[config.mk]
export PLATFORM = sky130hd
export DESIGN_NAME = srio_ireq_hello_packer
export DESIGN_NICKNAME = d
export VERILOG_FILES = /design/src/rtl/srio_ireq_hello_packer.sv
export SDC_FILE = /design/constraint.sdc
export NUM_CORES = 1
export LEC_CHECK = 0
export CORE_MARGIN = 2
export CORE_UTILIZATION = 30
export DETAILED_ROUTE_END_ITERATION = 16
export PLACE_DENSITY = 0.63
export RECOVER_POWER = 25
export SLEW_MARGIN = 10
export SYNTH_ARGS = -nofsm -noshare
export SYNTH_HDL_FRONTEND = slang
export SYNTH_SLANG_ARGS = --single-unit
[constraint.sdc]
create_clock -name log_clk -period 6 [get_ports log_clk]
set_input_delay 1.2 -clock log_clk [delete_from_list [all_inputs] [get_ports log_clk]]
set_output_delay 1.2 -clock log_clk [all_outputs]
set_load 0.02 [all_outputs]
[src/rtl/srio_ireq_hello_packer.sv]
// rtl/srio_ireq_hello_packer.sv - builds SRIO HELLO header + pass-through data packets on ireq
module srio_ireq_hello_packer #(
  parameter logic [15:0] SRC_ID  = 16'h0001,
  parameter logic [15:0] DEST_ID = 16'h00F0,
  parameter logic [1:0]  PRIO    = 2'b01,
  parameter logic        CRF     = 1'b0
) (
  input  logic        log_clk,
  input  logic        log_rst_n,
  input  logic [33:0] user_addr_in,
  input  logic [3:0]  user_ftype_in,
  input  logic [3:0]  user_ttype_in,
  input  logic [11:0] user_tsize_in,
  input  logic [63:0] user_tdata_in,
  input  logic        user_tvalid_in,
  input  logic [7:0]  user_tkeep_in,
  input  logic        user_tlast_in,
  output logic        user_tready_o,
  output logic        nwr_ready_o,
  output logic        nwr_busy_o,
  output logic [63:0] ireq_tdata_o,
  output logic        ireq_tvalid_o,
  output logic [7:0]  ireq_tkeep_o,
  output logic        ireq_tlast_o,
  output logic [31:0] ireq_tuser_o,
  input  logic        ireq_tready_in,
  output logic [15:0] pkt_cnt_o,
  output logic [15:0] err_cnt_o
);

  typedef enum logic [1:0] {IDLE, HDR, DATA, DROP} state_t;

  state_t      state, state_nxt;
  logic [7:0]  tid;
  logic [33:0] addr_q;
  logic [3:0]  ftype_q;
  logic [3:0]  ttype_q;
  logic [7:0]  tsize_q;
  logic        data_done;
  logic        drop_done;

  assign data_done = (state == DATA) && user_tvalid_in && ireq_tready_in && user_tlast_in;
  assign drop_done = (state == DROP) && user_tvalid_in && user_tlast_in;

  always_ff @(posedge log_clk or negedge log_rst_n) begin
    if (!log_rst_n) begin
      state     <= IDLE;
      tid       <= 8'd0;
      addr_q    <= 34'd0;
      ftype_q   <= 4'd0;
      ttype_q   <= 4'd0;
      tsize_q   <= 8'd0;
      pkt_cnt_o <= 16'd0;
      err_cnt_o <= 16'd0;
    end else begin
      state <= state_nxt;
      // Request fields are captured while the first beat is still held upstream.
      if (state == IDLE && user_tvalid_in) begin
        addr_q  <= user_addr_in;
        ftype_q <= user_ftype_in;
        ttype_q <= user_ttype_in;
        tsize_q <= user_tsize_in[7:0];
      end
      if (state == HDR && ireq_tready_in)
        tid <= tid + 8'd1;
      if (data_done)
        pkt_cnt_o <= pkt_cnt_o + 16'd1;
      if (drop_done && err_cnt_o != 16'hFFFF)
        err_cnt_o <= err_cnt_o + 16'd1;
    end
  end

  always_comb begin
    state_nxt     = state;
    user_tready_o = 1'b0;
    nwr_ready_o   = 1'b0;
    nwr_busy_o    = 1'b1;
    ireq_tdata_o  = 64'd0;
    ireq_tvalid_o = 1'b0;
    ireq_tkeep_o  = 8'd0;
    ireq_tlast_o  = 1'b0;
    case (state)
      IDLE: begin
        nwr_ready_o = 1'b1;
        nwr_busy_o  = 1'b0;
        if (user_tvalid_in)
          state_nxt = (user_tsize_in > 12'd255) ? DROP : HDR;
      end
      HDR: begin
        ireq_tvalid_o = 1'b1;
        ireq_tkeep_o  = 8'hFF;
        ireq_tdata_o  = {tid, ftype_q, ttype_q, 1'b0, PRIO, CRF, tsize_q, 2'b00, addr_q};
        if (ireq_tready_in)
          state_nxt = DATA;
      end
      DATA: begin
        ireq_tvalid_o = user_tvalid_in;
        ireq_tdata_o  = user_tdata_in;
        ireq_tkeep_o  = user_tkeep_in;
        ireq_tlast_o  = user_tlast_in;
        user_tready_o = ireq_tready_in;
        if (data_done)
          state_nxt = IDLE;
      end
      DROP: begin
        user_tready_o = 1'b1;
        if (drop_done)
          state_nxt = IDLE;
      end
      default: state_nxt = IDLE;
    endcase
  end

  assign ireq_tuser_o = {SRC_ID, DEST_ID};

endmodule

==> reports/results.txt <==
vias post-DR: 4424
Yosys warning total: 0
Max stage delay on crit path: 880 ps
cts hold-fix bufs: 0
grt ovf: 0
Worst Tran Pin Value: 2003 ps
CP endpoint kind: output pin
htree depth: 3
crit share post-route: 73.10%
detailed placement HPWL: 11.21 mm
Mapped Area: 5199 um2
GP Congestion: 0.7690
layout cells sized above 1: 11.64%
Leak: 3.216 nW
type of origin of the critical path: flop
remaining antenna violation count: 0
Clk pwr share: 18.2%
ranking of synthesized cells by area: dfrtp_1 44%, mux2_2 11%, nor2b_1 8.4%, a22oi_1 8.4%, buf_4 4.6%
WL final: 15.16 mm
Core Rows: 48
clk sinks: 92
total negative slack: 0 ps
Top-Level Pins: 272
setup repair after global routing missed its margin: false
die span in y: 135.6 um
endpoint arrival time on the critical path: 3190 ps
root buffer cell: clkbuf_16
Yosys cell types: 44
largest area contributor in the netlist: dfrtp_1
worst-path cell chain: inv_1, ha_2, buf_4, a22oi_1, nor2b_1, clkdlybuf4s50_1
area share of the largest cell type after synthesis: 44.28%
number of post-CTS setup repair buffers: 0
Final Critical Period: 4386 ps
required time worst endpoint: 4800 ps
Antenna diodes: 0
Crit Path Category: flop to output pin
commonest non-fill, non-tap cell in the layout: clkdlybuf4s50_1
Via density: 4.716
Slew headroom: -33.50%
switch share: 38.14%
Async SR Flop Fraction: 100.0%
# nets final: 848
P&R area growth vs syn: 54.10%
I/O Buffers: 239
Post-Syn Instances: 488
CP top delay family: buffers and inverters
outcome: finished with violations
clock buffer depth: 2
Die Span X: 135.6 um
Logic pwr share: 55.1%
Core Region: 17120 um2
post_cts resized: 0
Routed WL per cell: 16.16 um
largest net degree at the start of global routing: 69
power per standard cell area: 466.5 nW/um2
worst slack at placement: 1972 ps
starting density of the core: 30.37%
Top FF cell, synth: dfrtp_1
Min-Delay Path Class: flop to flop
max_cap viols: 1
Clock transition at path regs: 60 ps
TritonCTS clock tree: yes
crit-path max FO: 50
fmax: 228.0 MHz
Worst-Skew Late Latency: 340 ps
total CTS buffers: 9
Tot GR Track Use: 16.54%
Slowest-stage cell, CP: ha_2
max-slew violations: 38
Power Total: 0.003738 W
Seq pwr share: 26.7%
commonest cells after routing, fill and taps aside: 238 x clkdlybuf4s50_1, 92 x dfrtp_1, 70 x nor2b_1, 58 x a22oi_1, 53 x mux2_2
Setup WS post-layout: 1614 ps
Final Hold Fails: 0
Post-synth EDFFs: 0
Clock Skews: 5.825 ps
Mapped Avg Cell Area: 10.65 um2
failing checks: capacitance limit, slew limit
internal power: 0.002312 W
Seq/Total Area, Yosys: 44.28%
initial antenna violation count: 0
drt pass-1 iters: 4
Final setup viols: 0
die area: 18400 um2
First DRT Iteration DRCs: 151
# DRC: 0
vias in the first global route: 4553
Net Sw Power: 0.001425 W
global-route wire length before repair: 23.90 mm
worst vdd ir: 0.0002500 V
sum of buffers and inverters on the critical path: 3
#FFs+latches synth: 92
[layer usage]
layer / track usage [%] / part of all wire (%) / vias to the layer above
met5: 0 / 0 / -
met4: 4.688 / 0.99 / 0
met3: 6.210 / 9.9 / 11
met2: 28.09 / 49 / 187
met1: 19.56 / 40 / 2124
li1: - / - / 2102
[registers in the layout, indices dropped and copies added (netlist names)]
| name | count |
|---|---|
| pkt_cnt_o | 16 |
| tsize_q | 8 |
| addr_q | 34 |
| state | 2 |
| tid | 8 |
| ftype_q | 4 |
| ttype_q | 4 |
| err_cnt_o | 16 |
[per-stage QoR]
| stage | cells | instance area (um2) | hold slack, ps | util (%) |
|---|---|---|---|---|
| global placement | 923 | 7664 | 465.1 | 44.77 |
| detailed placement | 923 | 7664 | 471.4 | 44.77 |
| CTS | 938 | 8018 | 488.3 | 46.84 |
| floorplan | 518 | 5311 | 446.4 | - |
| finish | 938 | 8011 | 482.9 | 46.81 |
| global route | 938 | 8011 | 505.8 | 46.81 |
[layout make-up]
class                   count  area [um2]
clock inverters             5       125.1
multi-input cells         359        2641
clock buffers              10       229.0
inverters                   3       11.26
fillers                  1580        9105
flip-flops and latches     92        2302
well taps                 225       281.5
repair buffers            244        2421
[kinds of logic after synthesis]
family / after synthesis / synth area share (%)
other: 2 / 0.1445
adders and majority gates: 8 / 1.925
muxes: 55 / 11.96
DFF: 92 / 44.28
buffers and inverters: 67 / 7.220
xor gates and xnor gates: 33 / 5.560
AOI/OAI and AO/OA: 77 / 10.59
and+or+nand+nor: 154 / 18.32
[synth_stat cells (all sizes together), types with 3 or more instances]
library cell	n
nand3	17
nand2	15
a22oi	58
mux2	54
buf	43
nor4	8
clkbuf	21
xnor2	18
nand4	13
and2	7
a31oi	3
inv	3
nor2b	70
nor2	6
a21oi	10
and3	6
ha	8
dfrtp	92
xor2	15
[final timing paths]
path	startpoint	endpoint	slack, ps	cells after the start
worst max-delay path	state[0]	ireq_tdata_o[25]	1610	6
worst min-delay path	tid[7]	tid[7]	480	1
min in group asynchronous	log_rst_n	addr_q[22]	1410	1
worst max register to register	state[0]	pkt_cnt_o[15]	2960	6
worst min register to register	tid[7]	tid[7]	480	1
max in group asynchronous	log_rst_n	ftype_q[3]	2260	2
[power groups by stage]
stage | registers (W) | logic [W] | clock network [W]
2_1_floorplan | 0.000968 | 0.00127 | 0
3_3_place_gp | 0.00100 | 0.00205 | 0
5_1_grt | 0.00103 | 0.00223 | 0.000732
4_1_cts | 0.000998 | 0.00209 | 0.000701
6_report | 0.000997 | 0.00206 | 0.000680
3_5_place_dp | 0.00100 | 0.00208 | 0
Note: power is estimated with default switching activity, not from simulation.
